### config.mk
export PLATFORM = sky130hd
export DESIGN_NAME = mem_access_unit
export DESIGN_NICKNAME = d
export VERILOG_FILES = /design/src/rtl/mips_mem_pkg.sv /design/src/rtl/mem_lane_align.sv /design/src/rtl/mem_access_unit.sv
export SDC_FILE = /design/constraint.sdc
export NUM_CORES = 1
export LEC_CHECK = 0
export ABC_AREA = 1
export BUFFER_PORTS_ARGS = -buffer_cell sky130_fd_sc_hd__buf_2
export CORE_MARGIN = 4
export CORE_UTILIZATION = 48
export CTS_BUF_LIST = sky130_fd_sc_hd__clkbuf_8
export CTS_CLUSTER_SIZE = 16
export DETAILED_ROUTE_END_ITERATION = 10
export GPL_TIMING_DRIVEN = 0
export PLACE_DENSITY_LB_ADDON = 0.15
export RECOVER_POWER = 50
export SETUP_SLACK_MARGIN = 0.15
export SYNTH_ARGS = -nofsm -noshare
export SYNTH_HDL_FRONTEND = slang
export SYNTH_SLANG_ARGS = --single-unit
### constraint.sdc
create_clock -name clk -period 1.5 [get_ports clk]
set_clock_uncertainty 0.05 [all_clocks]
set_input_delay 0.3 -clock clk [delete_from_list [all_inputs] [get_ports clk]]
set_output_delay 0.3 -clock clk [all_outputs]
set_load 0.02 [all_outputs]
### src/rtl/mips_mem_pkg.sv
// ---------------------------------------------------------------------------
// mips_mem_pkg
//   Shared definitions for the MEM-stage data-memory access path.
//   - MemOp encodings (also used by the decoder that drives MemOpIn)
//   - FSM state encoding for mem_access_unit
//   - Helpers that classify a MemOp as legal and naturally aligned
// ---------------------------------------------------------------------------
package mips_mem_pkg;

    localparam logic [2:0] MEMOP_LB  = 3'b000;  // byte, sign-extended
    localparam logic [2:0] MEMOP_LH  = 3'b001;  // half, sign-extended
    localparam logic [2:0] MEMOP_LW  = 3'b010;  // word
    localparam logic [2:0] MEMOP_LBU = 3'b011;  // byte, zero-extended
    localparam logic [2:0] MEMOP_LHU = 3'b100;  // half, zero-extended

    typedef enum logic [1:0] {
        ST_IDLE = 2'd0,
        ST_REQ  = 2'd1,
        ST_DONE = 2'd2
    } mem_state_t;

    function automatic logic memop_legal(input logic [2:0] op);
        case (op)
            MEMOP_LB, MEMOP_LH, MEMOP_LW, MEMOP_LBU, MEMOP_LHU: return 1'b1;
            default:                                           return 1'b0;
        endcase
    endfunction

    // Halves need addr[0]=0, words need addr[1:0]=0; bytes are always aligned.
    function automatic logic memop_aligned(input logic [2:0] op, input logic [1:0] off);
        case (op)
            MEMOP_LH, MEMOP_LHU: return ~off[0];
            MEMOP_LW:            return (off == 2'b00);
            default:             return 1'b1;
        endcase
    endfunction

endpackage

### src/rtl/mem_lane_align.sv
// ---------------------------------------------------------------------------
// mem_lane_align
//   Purely combinational byte-lane steering for the data-memory bus.
//   Ports:
//     op_i     MemOp (size/sign)
//     off_i    byte offset, addr[1:0]
//     wdata_i  right-aligned store data
//     rdata_i  raw read word from memory
//     be_o     byte enables, bit i = lane i (little-endian)
//     wdata_o  store data replicated into every lane of its size
//     ldata_o  selected lane, sign/zero-extended to 32 bits
// ---------------------------------------------------------------------------
module mem_lane_align
    import mips_mem_pkg::*;
(
    input  logic [2:0]  op_i,
    input  logic [1:0]  off_i,
    input  logic [31:0] wdata_i,
    input  logic [31:0] rdata_i,
    output logic [3:0]  be_o,
    output logic [31:0] wdata_o,
    output logic [31:0] ldata_o
);

    function automatic logic [31:0] ext_byte(input logic [7:0] b, input logic sgn);
        return sgn ? {{24{b[7]}}, b} : {24'h000000, b};
    endfunction

    function automatic logic [31:0] ext_half(input logic [15:0] h, input logic sgn);
        return sgn ? {{16{h[15]}}, h} : {16'h0000, h};
    endfunction

    // Read lane starting at the addressed byte; upper byte only matters for halves.
    logic [15:0] lane;

    always_comb begin
        case (off_i)
            2'd0:    lane = rdata_i[15:0];
            2'd1:    lane = rdata_i[23:8];
            2'd2:    lane = rdata_i[31:16];
            default: lane = {8'h00, rdata_i[31:24]};
        endcase
    end

    always_comb begin
        be_o    = 4'b0000;
        wdata_o = wdata_i;
        ldata_o = rdata_i;
        case (op_i)
            MEMOP_LB, MEMOP_LBU: begin
                be_o    = 4'b0001 << off_i;
                wdata_o = {4{wdata_i[7:0]}};
                ldata_o = ext_byte(lane[7:0], op_i == MEMOP_LB);
            end
            MEMOP_LH, MEMOP_LHU: begin
                be_o    = 4'b0011 << off_i;
                wdata_o = {2{wdata_i[15:0]}};
                ldata_o = ext_half(lane, op_i == MEMOP_LH);
            end
            MEMOP_LW: begin
                be_o = 4'b1111;
            end
            default: begin
                be_o = 4'b0000;
            end
        endcase
    end

endmodule

### src/rtl/mem_access_unit.sv
// ---------------------------------------------------------------------------
// mem_access_unit
//   MEM-stage load/store engine. Converts the EX/MEM load/store control into
//   a req/ack transaction on the data-memory bus, stalls the pipeline until
//   the ack (or a timeout), and returns the extended load result.
//   Ports:
//     clk, reset          clock, asynchronous active-low reset
//     MemtoRegIn          load request
//     MemWriteIn          store request (wins over load)
//     MemOpIn             access size/sign (mips_mem_pkg MEMOP_*)
//     ALUResultIn         byte address
//     WriteDataIn         right-aligned store data
//     HaltIn              suppresses the access
//     MemReq/MemWe/MemAddr/MemBe/MemWdata   bus request side
//     MemAck/MemRdata     bus completion strobe and read data
//     Stall               freeze IF..EX/MEM
//     LoadDataOut         registered extended load data
//     LoadValid           one-cycle pulse with LoadDataOut
//     AlignErr            one-cycle pulse, misaligned or illegal op
//     BusErr              one-cycle pulse, ack timeout
// ---------------------------------------------------------------------------
module mem_access_unit
    import mips_mem_pkg::*;
#(
    parameter int ADDR_W  = 32,
    parameter int TIMEOUT = 255
) (
    input  logic              clk,
    input  logic              reset,
    input  logic              MemtoRegIn,
    input  logic              MemWriteIn,
    input  logic [2:0]        MemOpIn,
    input  logic [ADDR_W-1:0] ALUResultIn,
    input  logic [31:0]       WriteDataIn,
    input  logic              HaltIn,
    output logic              MemReq,
    output logic              MemWe,
    output logic [ADDR_W-3:0] MemAddr,
    output logic [3:0]        MemBe,
    output logic [31:0]       MemWdata,
    input  logic              MemAck,
    input  logic [31:0]       MemRdata,
    output logic              Stall,
    output logic [31:0]       LoadDataOut,
    output logic              LoadValid,
    output logic              AlignErr,
    output logic              BusErr
);

    localparam int              CW       = $clog2(TIMEOUT + 1);
    // Last REQ cycle index; the counter starts at 0 on entry to REQ.
    localparam logic [CW-1:0]   CNT_LAST = CW'(TIMEOUT - 1);

    mem_state_t        state_q;
    logic [2:0]        op_q;
    logic [ADDR_W-1:0] addr_q;
    logic [31:0]       data_q;
    logic              we_q;
    logic [CW-1:0]     cnt_q;

    logic              access;
    logic              legal;
    logic [3:0]        lane_be;
    logic [31:0]       lane_wdata;
    logic [31:0]       lane_ldata;

    assign access = (MemtoRegIn | MemWriteIn) & ~HaltIn;
    assign legal  = memop_legal(MemOpIn) & memop_aligned(MemOpIn, ALUResultIn[1:0]);

    mem_lane_align u_lane_align (
        .op_i    (op_q),
        .off_i   (addr_q[1:0]),
        .wdata_i (data_q),
        .rdata_i (MemRdata),
        .be_o    (lane_be),
        .wdata_o (lane_wdata),
        .ldata_o (lane_ldata)
    );

    // Bus outputs are decoded from registered state, so they drop the moment
    // reset clears state_q, and are zero whenever no request is in flight.
    assign MemReq   = (state_q == ST_REQ);
    assign MemWe    = MemReq & we_q;
    assign MemAddr  = MemReq ? addr_q[ADDR_W-1:2] : '0;
    assign MemBe    = MemReq ? lane_be : 4'b0000;
    assign MemWdata = MemReq ? lane_wdata : 32'h0;

    // Stall must rise in the same cycle the access is presented so EX/MEM
    // holds; gating with reset keeps it low while the unit is held in reset.
    assign Stall = reset & ((state_q == ST_REQ) |
                            ((state_q == ST_IDLE) & access & legal));

    always_ff @(posedge clk or negedge reset) begin
        if (!reset) begin
            state_q     <= ST_IDLE;
            op_q        <= 3'b000;
            addr_q      <= '0;
            data_q      <= 32'h0;
            we_q        <= 1'b0;
            cnt_q       <= '0;
            LoadDataOut <= 32'h0;
            LoadValid   <= 1'b0;
            AlignErr    <= 1'b0;
            BusErr      <= 1'b0;
        end else begin
            LoadValid <= 1'b0;
            AlignErr  <= 1'b0;
            BusErr    <= 1'b0;
            case (state_q)
                ST_IDLE: begin
                    if (access) begin
                        if (legal) begin
                            op_q    <= MemOpIn;
                            addr_q  <= ALUResultIn;
                            data_q  <= WriteDataIn;
                            we_q    <= MemWriteIn;
                            cnt_q   <= '0;
                            state_q <= ST_REQ;
                        end else begin
                            AlignErr <= 1'b1;
                        end
                    end
                end
                ST_REQ: begin
                    if (MemAck) begin
                        if (!we_q) begin
                            LoadDataOut <= lane_ldata;
                        end
                        LoadValid <= ~we_q;
                        state_q   <= ST_DONE;
                    end else if (cnt_q == CNT_LAST) begin
                        BusErr      <= 1'b1;
                        LoadDataOut <= 32'h0;
                        state_q     <= ST_DONE;
                    end else begin
                        cnt_q <= cnt_q + CW'(1);
                    end
                end
                ST_DONE: begin
                    // EX/MEM advances this cycle; whatever it shows is ignored.
                    state_q <= ST_IDLE;
                end
                default: begin
                    state_q <= ST_IDLE;
                end
            endcase
        end
    end

endmodule

## Word level (Yosys, flattened, before mapping)

Index checks and enable logic that the tools add are counted.

- Logic and storage cells: 89
- Bits in registers: 113

- Equal/unequal tests: 18
- Mux-type cells: 32
- Shifts and indexed selects: 2
- Bitwise operators: 11
- Add/subtract/negate cells: 1
- Reductions and logical operators: 15

Operators with widths:

| kind | count |
|---|---|
| two-way mux 32 bit | 6 |
| case mux 32 bit (2 select lines) | 2 |
| case mux 16 bit (3 select lines) | 1 |
| two-way mux 8 bit | 4 |
| two-way mux 30 bit | 1 |
| case mux 8 bit (2 select lines) | 1 |
| equality test 3 x 2 -> 1 bit, second input constant | 4 |
| case mux 4 bit (3 select lines) | 1 |
| != test 2 bit, second input constant | 5 |
| two-way mux 1 bit | 9 |
| AND reduction 3 bit | 3 |
| adder 8 x 1 -> 8 bit, second input constant | 1 |
| equality test 8 bit, second input constant | 1 |
| two-way mux 2 bit | 4 |
| bitwise AND 1 bit | 6 |
| equality test 3 x 1 -> 1 bit, second input constant | 2 |
| equality test 3 bit, second input constant | 2 |
| logical NOT 2 bit | 3 |
| logical NOT 3 bit | 2 |
| OR reduction 2 bit | 3 |
| AND reduction 5 bit | 1 |
| OR reduction 5 bit | 1 |
| equality test 2 x 1 -> 1 bit, second input constant | 2 |
| two-way mux 4 bit | 1 |
| other kinds (9) | 13 |

## Logic depth before layout (Yosys ltp)

Gate-level depths: netlist of run 1.

- Depth in word-level cells: 7
- Depth in mapped cells: 10
- Depth with buffers taken out: 10

## Cells and area by module

From an unflattened synthesis of run 1, not the netlist that was laid out.

- Cells, all modules: 941
- Area total of the unflattened synthesis: 6687.7 um^2

Modules (own cells, without submodules):

| module | cells an instance | instances | area each (um^2) |
|---|---|---|---|
| mem_access_unit | 652 | 1 | 5345.1 |
| mem_lane_align | 289 | 1 | 1342.5 |

## Worst setup path after synthesis of run 1

Ideal clock, no wire load.

- Path type: reg2out
- Start: register state_q[1]
- End: output MemWdata[10]
- Cell stages (with the launch flop): 6
- Path slack: -0.308 ns
- Arrival: 1.458 ns
- Path through: dfrtp_1 > nor2_2 > clkbuf_1 > buf_2 > nand2_1 > nor2_1

- Longest elaborated chain between the ends: 2

Ends and longest elaborated chain:

| what | RTL line | RTL |
|---|---|---|
| start: declaration | mem_access_unit.sv:54 | `mem_state_t state_q;` |
| start signal: assignment | mem_access_unit.sv:95 | `state_q <= ST_IDLE;` |
| start signal: assignment | mem_access_unit.sv:118 | `state_q <= ST_REQ;` |
| start signal: assignment | mem_access_unit.sv:130 | `state_q <= ST_DONE;` |
| equality test 2 x 1 -> 1 bit | mem_access_unit.sv:82 | `assign MemReq = (state_q == ST_REQ);` |
| via MemReq | mem_access_unit.sv:36 | `output logic MemReq,` |
| two-way mux 32 bit | mem_access_unit.sv:86 | `assign MemWdata = MemReq ? lane_wdata : 32'h0;` |
| end: declaration | mem_access_unit.sv:40 | `output logic [31:0] MemWdata,` |

The timed path passes the listed nets, and every way through them passes these cells.

## Worst setup path after layout of run 1

- Start: register op_q[0]
- End: output MemWdata[28]

- Longest elaborated chain between the ends: 4

Ends and longest elaborated chain:

| what | RTL line | RTL |
|---|---|---|
| start: declaration | mem_access_unit.sv:55 | `logic [2:0] op_q;` |
| start signal: assignment | mem_access_unit.sv:113 | `op_q <= MemOpIn;` |
| equality test 3 bit, or another cell as far along | mem_lane_align.sv:49 | `case (op_i)` |
| OR reduction 2 bit | mem_lane_align.sv:49 |  |
| case mux 32 bit (2 select lines) (*) | mem_lane_align.sv:49 |  |
| two-way mux 32 bit (*) | mem_access_unit.sv:86 |  |

Every way passes the cells marked *; elsewhere a longest branch is shown, timed or not.

==> results of run 1 <==
## worst paths after layout
| check | slack (ns) | from | end |
|---|---|---|---|
| worst max-delay path | -0.92 | op_q[0]$_DFFE_PN0P_ | MemWdata[28] |
| worst min-delay path | -0.06 | reset | LoadDataOut[24]$_DFFE_PN0P_ |
| worst max register to register | -0.38 | state_q[1]$_DFFE_PN0P_ | LoadDataOut[16]$_DFFE_PN0P_ |
| worst min register to register | 0.45 | addr_q[10]$_DFFE_PN0P_ | addr_q[10]$_DFFE_PN0P_ |
| max in group asynchronous | 0.57 | reset | op_q[2]$_DFFE_PN0P_ |
| min in group clk | 0.02 | ALUResultIn[10] | addr_q[10]$_DFFE_PN0P_ |
## registers in the layout, indices dropped and copies added, names as in the netlist
signal	count
AlignErr	1
BusErr	1
LoadDataOut	32
LoadValid	1
addr_q	32
cnt_q	8
data_q	32
op_q	3
state_q	2
we_q	1
## per-layer routing
| layer | track usage, % | vias to the layer above | share of wire (%) |
|---|---|---|---|
| met5 | 0 | - | 0.046 |
| met4 | 14.7 | 2 | 7.0 |
| met3 | 8.68 | 212 | 9.8 |
| met2 | 58.7 | 643 | 48 |
| met1 | 41.4 | 3880 | 35 |
| li1 | - | 3460 | - |
## power by group through the flow
stage / combinational, uW / sequential [uW] / clock, uW
3_5_place_dp: 9650 / 5140 / 0
4_1_cts: 12300 / 5190 / 2950
3_3_place_gp: 9510 / 5100 / 0
5_1_grt: 15600 / 5570 / 3140
6_report: 14900 / 5480 / 3040
2_1_floorplan: 6820 / 5430 / 0
## cell families (layout without fill, tap and decap cells)
family / after synthesis / count (layout) / synth area share (%)
xor gates and xnor gates: 1 / 1 / 0.140
adders and majority gates: 2 / 2 / 0.400
buffers and inverters: 129 / 436 / 8.92
DFF: 113 / 113 / 45.2
and+or+nand+nor: 617 / 619 / 41.3
other: 0 / 6 / 0
AOI/OAI and AO/OA: 46 / 46 / 4.00
## cell usage in the layout, fill, tap and decap left out, types with 6 or more instances in the layout
| cell | n |
|---|---|
| nand2_1 | 296 |
| buf_2 | 144 |
| dfrtp_1 | 111 |
| buf_6 | 95 |
| nand3_2 | 80 |
| nand3_1 | 70 |
| inv_1 | 66 |
| nor2_4 | 62 |
| nor2_1 | 44 |
| buf_4 | 34 |
| nand2_2 | 28 |
| clkbuf_8 | 21 |
| buf_8 | 17 |
| nand2_4 | 13 |
| clkbuf_16 | 11 |
| buf_12 | 11 |
| o21ai_4 | 11 |
| nor2_2 | 11 |
| inv_2 | 9 |
| a21oi_4 | 9 |
| buf_16 | 7 |
| diode_2 | 6 |
| o21ai_0 | 6 |
## what timing repair did
item / CTS / global route
endpoints found under the setup margin: 187 / 215
setup buffers: 25 / 24
cloned: 16 / 4
hold endpoints to repair: 36 / 36
resized for setup: 332 / 121
pin swaps: 104 / 34
## cell type report
| class | count | area share [%] |
|---|---|---|
| Multi-Input combinational cell | 668 | 38.6 |
| Sequential cell | 113 | 25.5 |
| Timing Repair Buffer | 274 | 21.2 |
| Buffer | 52 | 6.10 |
| Inverter | 77 | 2.83 |
| Clock buffer | 20 | 2.48 |
| Tap cell | 172 | 1.94 |
| Clock inverter | 11 | 1.11 |
| Antenna cell | 6 | 0.135 |
| Timing Repair inverter | 2 | 0.113 |
## per-stage QoR
| step | instances | TNS, ns | setup slack, ns | utilization (%) | area [sq um] |
|---|---|---|---|---|---|
| 5_1_grt | 1393 | -88.17 | -0.951 | 87.6 | 11100 |
| 4_1_cts | 1361 | -43.05 | -0.807 | 82.1 | 10400 |
| 3_3_place_gp | 1288 | -183.61 | -1.69 | 65.0 | 8240 |
| 2_1_floorplan | 908 | -3.18 | -0.146 | - | 6980 |
| 3_5_place_dp | 1289 | -34.44 | -0.511 | 65.3 | 8270 |
| 6_report | 1395 | -83.16 | -0.916 | 87.7 | 11100 |
==> impl_metrics.py, run 1 <==
metrics = {
    "run_status": {
        "status": "complete, but fails checks",
        "violations": "negative hold slack, negative setup slack",
    },
    "global_route": {
        "grt_use_total_pct": 34.4,
        "overflow": 0,
        "grt_max_degree": 79,
        "antenna_found_initial": 4,
        "grt_first_pass_wirelength_mm": 39.7,
        "grt_pass1_vias": 7670,
    },
    "timing": {
        "fmaxAchievable_mhz": 414,
        "slew_viol_final": 0,
        "hold_viol_final": 36,
        "max_slew_margin_pct": 36.3,
        "rsz0062_at_grt": "yes",
        "tightest_slew_ns": 0.956,
        "post-route-min-period_ns": 2.42,
        "fin_crit_sh_pct": 161,
        "fin_ws_ns": -0.916,
        "setup_viol": 182,
        "hold-worst-slack_ns": -0.0621,
    },
    "floorplanning": {
        "core_sq_um": 12700,
        "start_util_pct": 49.4,
        "io_pins": 209,
        "die_w_microns": 122,
        "dieArea_sq_um": 14900,
        "die_height_microns": 122,
        "num_rows": 41,
    },
    "worst_setup_path": {
        "cp.required_ns": 1.15,
        "path_depth": 9,
        "max_stage_delay_ns": 0.42,
        "cp-end-kind": "primary output",
        "path_delay_family": "simple AND/OR/NAND/NOR gates",
        "start_kind": "flop",
        "cp_cell_sequence": "clkinv_4 -> o21ai_4 -> and2_4 -> buf_6 -> nand2_1 -> nand3_2 -> nand2_4 -> nor2_4 -> buf_6",
        "reg2reg_depth": 9,
        "crit_slowest_cell": "dfrtp_1",
        "crit_buf_inv": 3,
        "crit_arrival_ns": 2.07,
        "path_class": "reg -> out",
        "cp_max_fo": 5,
        "cp_common_cell": "buf_6",
    },
    "detailed_routing": {
        "num_vias": 8197,
        "drc_errors": 0,
        "wirelength_mm": 30.3,
        "antenna_left": 0,
        "wl_per_cell_microns": 21.8,
        "vias_per_cell": 5.88,
        "drtPass1Iterations": 6,
        "drtIter0Drc": 1059,
    },
    "clocking": {
        "cts-root-buf": "clkbuf_8",
        "htree_levels": 4,
        "clock-sinks": 113,
        "cts_made_buffers": 17,
        "path_clk_slew_ns": 0.08,
        "insertion_delay_ns": 0.47,
        "clk_path_buf_depth": 2,
        "cts_tree": "built",
    },
    "min_path": {
        "hold_class": "in -> async",
    },
    "pwr": {
        "sw_frac_of_total_pct": 48.3,
        "p_sw_uw": 11300,
        "seqPwrFrac_pct": 23.4,
        "power_density_nw_per_um2": 2110,
        "combinationalPowerShare_pct": 63.6,
        "p_int_uw": 12100,
        "max-vdd-ir-drop_mv": 1.28,
        "total_power_uw": 23400,
        "clkPwrFrac_pct": 13.0,
        "total_leakage_power_uw": 0.00565,
    },
    "synthesis": {
        "ys_seq_area_share_pct": 45.2,
        "synth_top_cell_by_area": "dfrtp_1",
        "yosysUniqueCellTypes": 32,
        "synth_edf_count": 0,
        "syn_area_sq_um": 6250,
        "synth.area.top_cells": "dfrtp_1, nand2_1, nand3_1, nor2_1, inv_1",
        "synth_ff_type": "dfrtp_1",
        "synth-warning-count": 0,
        "async_reset_ff_share_pct": 100,
        "yosysTopAreaCellShare_pct": 45.2,
        "synth_area_per_cell_sq_um": 6.89,
        "synthCells": 908,
        "post-synth-top-count-cell": "nand2_1",
        "synth_fp_nets": 1015,
        "yosys-top-cells-count": "nand2_1, nand3_1, dfrtp_1, nor2_1, inv_1",
        "ys_seq_elements": 113,
    },
    "placed_design": {
        "io_buffers": 208,
        "place_congestion": 0.941,
        "dp_hpwl_mm": 14.7,
    },
    "final_layout": {
        "register_area_sq_um": 2830,
        "drive_gt1_share_pct": 49.6,
        "nNetsFinal": 1312,
        "syn_to_final_growth_pct": 77.6,
        "multi_input_area_sq_um": 4290,
        "num-fill-cells": 593,
    },
    "flow_run": {
        "maxCapViolCount": 0,
    },
}
(Power assumes the default switching activity.)
==> run 2, diff against run 1 <==
--- a/config.mk
+++ b/config.mk
@@ -16,6 +16,7 @@
 export PLACE_DENSITY_LB_ADDON = 0.15
 export RECOVER_POWER = 50
 export SETUP_SLACK_MARGIN = 0.15
+export SKIP_LAST_GASP = 1
 export SYNTH_ARGS = -nofsm -noshare
 export SYNTH_HDL_FRONTEND = slang
 export SYNTH_SLANG_ARGS = --single-unit
==> impl_metrics.py, run 2 (synthesis gave the netlist of run 1 again) <==
metrics = {
    "global_route": {
        "grt_util_met1_pct": 40.4,
        "grt_pass1_vias": 7433,
        "overflow": 0,
        "grt_first_pass_wirelength_mm": 37.8,
        "antenna_found_initial": 7,
        "grt_use_total_pct": 32.7,
        "grt_max_degree": 79,
        "met3_usage_pct": 7.06,
        "grt-busiest-layer": "met2",
        "use_met2_pct": 54.6,
    },
    "final_layout": {
        "layout_common_cells": "nand2_1, buf_6, buf_2, dfrtp_1, nand3_1",
        "mostFrequentLayoutCell": "nand2_1",
        "nNetsFinal": 1340,
        "drive_gt1_share_pct": 49.1,
        "top_regs": "LoadDataOut x32, addr_q x32, data_q x32",
        "syn_to_final_growth_pct": 81.0,
        "num-fill-cells": 562,
        "fin_area_sq_um": 11300,
    },
    "timing": {
        "max_slew_margin_pct": 69.8,
        "post-route-min-period_ns": 2.47,
        "rsz0062_at_grt": "yes",
        "tightest_slew_ns": 0.453,
        "setup_viol": 181,
        "slew_viol_final": 0,
        "hold-worst-slack_ns": -0.320,
        "fin_ws_ns": -0.968,
        "fmaxAchievable_mhz": 405,
        "hold_viol_final": 36,
        "fin_crit_sh_pct": 165,
    },
    "worst_setup_path": {
        "crit_slowest_cell": "dfrtp_1",
        "path_delay_family": "buffers and inverters",
        "r2r_setup_slack_ns": -0.54,
        "max_stage_delay_ns": 0.48,
        "cp-end-kind": "primary output",
        "path_class": "reg -> out",
        "reg2reg_depth": 14,
        "cp_cell_sequence": "clkinv_4 -> o21ai_4 -> and2_4 -> buf_6 -> buf_8 -> o21ai_4 -> a21oi_2 -> buf_4",
        "cp.required_ns": 1.15,
        "start_kind": "flop",
        "crit_arrival_ns": 2.12,
        "cp_max_fo": 5,
        "r2r-start": "state_q[1]$_DFFE_PN0P_",
        "crit_buf_inv": 4,
        "r2r_end": "addr_q[12]$_DFFE_PN0P_",
        "cp_common_cell": "o21ai_4",
    },
    "floorplanning": {
        "die_height_microns": 122,
        "dieArea_sq_um": 14900,
        "num_rows": 41,
        "start_util_pct": 49.4,
        "io_pins": 209,
        "die_w_microns": 122,
        "core_sq_um": 12700,
    },
    "pwr": {
        "clkPwrFrac_pct": 12.8,
        "total_power_uw": 24100,
        "max-vdd-ir-drop_mv": 1.30,
        "p_int_uw": 12700,
        "p_sw_uw": 11400,
        "total_leakage_power_uw": 0.00577,
        "seqPwrFrac_pct": 22.4,
        "power_density_nw_per_um2": 2130,
        "sw_frac_of_total_pct": 47.3,
        "combinationalPowerShare_pct": 64.7,
    },
    "detailed_routing": {
        "drtPass1Iterations": 7,
        "wirelength_mm": 30.7,
        "wl_per_cell_microns": 21.5,
        "num_vias": 8442,
        "antenna_left": 0,
        "vias_per_cell": 5.92,
        "drtIter0Drc": 957,
        "drc_errors": 0,
    },
    "flow_run": {
        "maxCapViolCount": 0,
    },
    "clocking": {
        "clk_path_buf_depth": 2,
        "clock-sinks": 113,
        "cts-root-buf": "clkbuf_8",
        "cts_tree": "built",
        "htree_levels": 4,
        "insertion_delay_ns": 0.48,
        "cts_made_buffers": 17,
        "path_clk_slew_ns": 0.09,
    },
    "placed_design": {
        "place_congestion": 0.941,
        "io_buffers": 208,
        "place_area_sq_um": 8270,
        "dp_hpwl_mm": 14.7,
    },
    "min_path": {
        "hold_class": "in -> async",
    },
    "run_status": {
        "status": "complete, but fails checks",
        "violations": "negative hold slack, negative setup slack",
    },
}
[run 2: layout make-up]
cell class / count / area, sq um / share of cell area [%]
diodes: 10 / 25.0 / 0.221
plain buffers: 52 / 659 / 5.82
repair inverters: 2 / 12.5 / 0.110
flip-flops and latches: 113 / 2830 / 25.0
clock inverters: 11 / 124 / 1.09
multi-input cells: 668 / 4150 / 36.7
inverters: 77 / 320 / 2.83
clock buffers: 20 / 275 / 2.43
repair buffers: 302 / 2710 / 23.9
well taps: 172 / 215 / 1.90
[run 2: routing by layer]
layer	share of wire, %	up-vias
met1	34	3973
met4	7.1	0
li1	-	3522
met3	11	221
met2	49	726
met5	0	-
[run 2: power by group through the flow]
stage / clock network, uW / registers, uW / logic [uW]
floorplan: 0 / 5430 / 6820
global placement: 0 / 5100 / 9510
detailed placement: 0 / 5140 / 9650
CTS: 2950 / 5160 / 12200
global route: 3190 / 5490 / 16300
finish: 3090 / 5400 / 15600
[run 2: worst max path at each step]
stage | startpoint | end | slack (ns) | cells past startpoint
6_report | op_q[0]$_DFFE_PN0P_ | MemBe[1] | -0.97 | 8
5_1_grt | op_q[0]$_DFFE_PN0P_ | MemWdata[27] | -0.96 | 9
4_1_cts | op_q[0]$_DFFE_PN0P_ | MemWdata[30] | -0.81 | 9
3_5_place_dp | op_q[0]$_DFFE_PN0P_ | MemWdata[19] | -0.51 | 8
3_3_place_gp | reset | Stall | -1.69 | 3
2_1_floorplan | op_q[0]$_DFFE_PN0P_ | MemBe[3] | -0.15 | 8
[run 2: through the flow]
stage | utilization, % | setup slack [ns] | std cells | hold slack, ns | TNS, ns
final | 89.4 | -0.968 | 1427 | -0.320 | -95.86
after global routing | 89.3 | -0.957 | 1424 | -0.296 | -98.77
after CTS | 80.6 | -0.807 | 1361 | -0.300 | -44.03
after detailed placement | 65.3 | -0.511 | 1289 | 0.167 | -34.44
after global placement | 65.0 | -1.69 | 1288 | 0.398 | -183.61
after floorplan | - | -0.146 | 908 | -0.0456 | -3.18
[run 2: repair_timing]
| item | in CTS | in global routing |
|---|---|---|
| endpoints found under the setup margin | 187 | 214 |
| setup buffers | 25 | 51 |
| pin swaps | 93 | 58 |
| endpoints found under the hold margin | 36 | 36 |
| resized for setup | 286 | 181 |
| gates cloned | 16 | 5 |
==> run 3, diff against run 2 <==
--- a/config.mk
+++ b/config.mk
@@ -8,8 +8,9 @@
 export ABC_AREA = 1
 export BUFFER_PORTS_ARGS = -buffer_cell sky130_fd_sc_hd__buf_2
 export CORE_MARGIN = 4
-export CORE_UTILIZATION = 48
+export CORE_UTILIZATION = 43
 export CTS_BUF_LIST = sky130_fd_sc_hd__clkbuf_8
+export CTS_CLUSTER_DIAMETER = 40
 export CTS_CLUSTER_SIZE = 16
 export DETAILED_ROUTE_END_ITERATION = 10
 export GPL_TIMING_DRIVEN = 0
==> constraint.sdc (replaced) <==
create_clock -name clk -period 3 [get_ports clk]
set_clock_uncertainty 0.05 [all_clocks]
set_input_delay 0.6 -clock clk [delete_from_list [all_inputs] [get_ports clk]]
set_output_delay 0.6 -clock clk [all_outputs]
set_load 0.02 [all_outputs]
==> impl_metrics.py, run 3 (synthesis gave the netlist of run 1 again) <==
metrics = {
    "clocking": {
        "post_cts_buffers": 0,
        "clk_path_buf_depth": 2,
        "clock-sinks": 113,
        "cts-root-buf": "clkbuf_8",
        "cts_made_buffers": 17,
        "path_clk_slew_ns": 0.07,
        "insertion_delay_ns": 0.45,
        "cts_tree": "built",
        "htree_levels": 4,
    },
    "final_layout": {
        "mostFrequentLayoutCell": "nand2_1",
        "nNetsFinal": 1244,
        "layout_common_cells": "nand2_1, buf_2, nand3_1, dfrtp_1, nor2_1",
        "n_antenna_cell": 0,
        "final_cells": 1330,
        "syn_to_final_growth_pct": 26.7,
        "top_regs": "LoadDataOut x32, addr_q x32, data_q x32",
        "drive_gt1_share_pct": 22.7,
    },
    "worst_setup_path": {
        "cp-end-kind": "primary output",
        "r2r-start": "cnt_q[0]$_DFFE_PN0P_",
        "cp_max_fo": 10,
        "crit_arrival_ns": 2.14,
        "cp.required_ns": 2.35,
        "start_kind": "flop",
        "r2r_setup_slack_ns": 1.13,
        "reg2reg_depth": 10,
        "r2r_end": "cnt_q[7]$_DFFE_PN0P_",
        "path_class": "reg -> out",
    },
    "detailed_routing": {
        "drtIter0Drc": 501,
        "vias_per_cell": 4.97,
        "num_vias": 6613,
        "antenna_left": 0,
        "wirelength_mm": 20.0,
        "wl_per_cell_microns": 15.1,
        "drtPass1Iterations": 5,
        "drc_errors": 0,
    },
    "timing": {
        "post-route-min-period_ns": 2.79,
        "hold_viol_final": 0,
        "tightest_slew_ns": 1.73,
        "hold-worst-slack_ns": 0.277,
        "fin_tns_setup_ns": 0,
        "fin_crit_sh_pct": 92.9,
        "slew_viol_final": 34,
        "setup_viol": 0,
        "rsz0062_at_grt": "yes",
        "fmaxAchievable_mhz": 359,
        "max_slew_margin_pct": -15.1,
    },
    "floorplanning": {
        "num_rows": 43,
        "start_util_pct": 44.5,
        "io_pins": 209,
        "dieArea_sq_um": 16500,
        "core_sq_um": 14000,
        "die_height_microns": 129,
        "die_w_microns": 129,
    },
    "run_status": {
        "violations": "max-capacitance violations, max-slew violations",
        "status": "complete, but fails checks",
    },
    "min_path": {
        "hold_class": "in -> async",
    },
    "global_route": {
        "grt_util_met1_pct": 33.2,
        "grt_max_degree": 82,
        "grt_pass1_vias": 6211,
        "antenna_found_initial": 0,
        "grt-busiest-layer": "met2",
        "grt_first_pass_wirelength_mm": 31.7,
        "met3_usage_pct": 5.94,
        "overflow": 0,
        "use_met2_pct": 38.7,
        "grt_use_total_pct": 24.5,
    },
    "pwr": {
        "max-vdd-ir-drop_mv": 0.459,
        "total_leakage_power_uw": 0.00456,
        "total_power_uw": 8020,
        "power_density_nw_per_um2": 1010,
    },
    "flow_run": {
        "maxCapViolCount": 1,
    },
    "placed_design": {
        "dp_hpwl_mm": 14.8,
        "dpl.cell_count": 1297,
        "io_buffers": 208,
        "place_congestion": 0.951,
    },
}
run 3: cell count changes in the layout (fill, tap and decap cells not counted), moves of 11 or more:
cell	before	now
buf_6	116	5
buf_2	115	194
buf_4	74	3
nor2_1	45	112
nand3_1	85	151
nand3_2	63	0
nor2_4	63	2
clkbuf_1	1	52
nand2_1	307	335
nand2_2	20	4
clkbuf_16	12	0
a21oi_1	5	16
run 3: what timing repair did:
action	CTS	global route
pin swaps	0	0
hold buffers	1	0
hold endpoints to repair	33	0
gates cloned	0	0
resized for setup	5	15
endpoints found under the setup margin	35	56
run 3: report_power, final:
part	internal (uW)	switching, uW
Sequential	2150	406
Clock	790	643
Combinational	1300	2730
run 3: final cells by class:
class / count / area [sq um]
Sequential cell: 113 / 2830
Buffer: 52 / 283
Multi-Input combinational cell: 666 / 2880
Inverter: 77 / 292
Clock inverter: 12 / 116
Tap cell: 180 / 225
Fill cell: 1436 / 6120
Timing Repair Buffer: 210 / 1030
Clock buffer: 20 / 275
run 3: stage by stage:
step	setup slack, ns	area [sq um]	utilization (%)
3_3_place_gp	-0.719	7520	53.6
5_1_grt	0.0875	7930	56.4
2_1_floorplan	0.762	6250	-
4_1_cts	0.152	7970	56.8
3_5_place_dp	0.396	7550	53.8
6_report	0.212	7930	56.4
run 3: worst max-delay path by stage:
stage | startpoint | slack, ns | endpoint | depth (start not counted)
after CTS | state_q[0]$_DFFE_PN0P_ | 0.15 | MemAddr[24] | 7
after floorplan | HaltIn | 0.76 | Stall | 4
after global placement | reset | -0.72 | Stall | 3
final | op_q[0]$_DFFE_PN0P_ | 0.21 | MemBe[3] | 9
after detailed placement | HaltIn | 0.40 | Stall | 6
after global routing | op_q[0]$_DFFE_PN0P_ | 0.09 | MemBe[1] | 9
run 3: critical path, stage by stage, from the launching register on:
cell and delay, ns:
dfrtp_1 0.41, inv_2 0.13, nand2_1 0.08, nand2_1 0.08
and2_1 0.13, buf_4 0.17, buf_6 0.16, o21ai_1 0.07
a21oi_1 0.24, buf_2 0.22
run 3: per-layer routing:
| metal | wire length, microns | up-vias |
|---|---|---|
| li1 | - | 3313 |
| met4 | 414 | 0 |
| met3 | 1630 | 34 |
| met2 | 9310 | 270 |
| met1 | 8670 | 2996 |
| met5 | 0 | - |
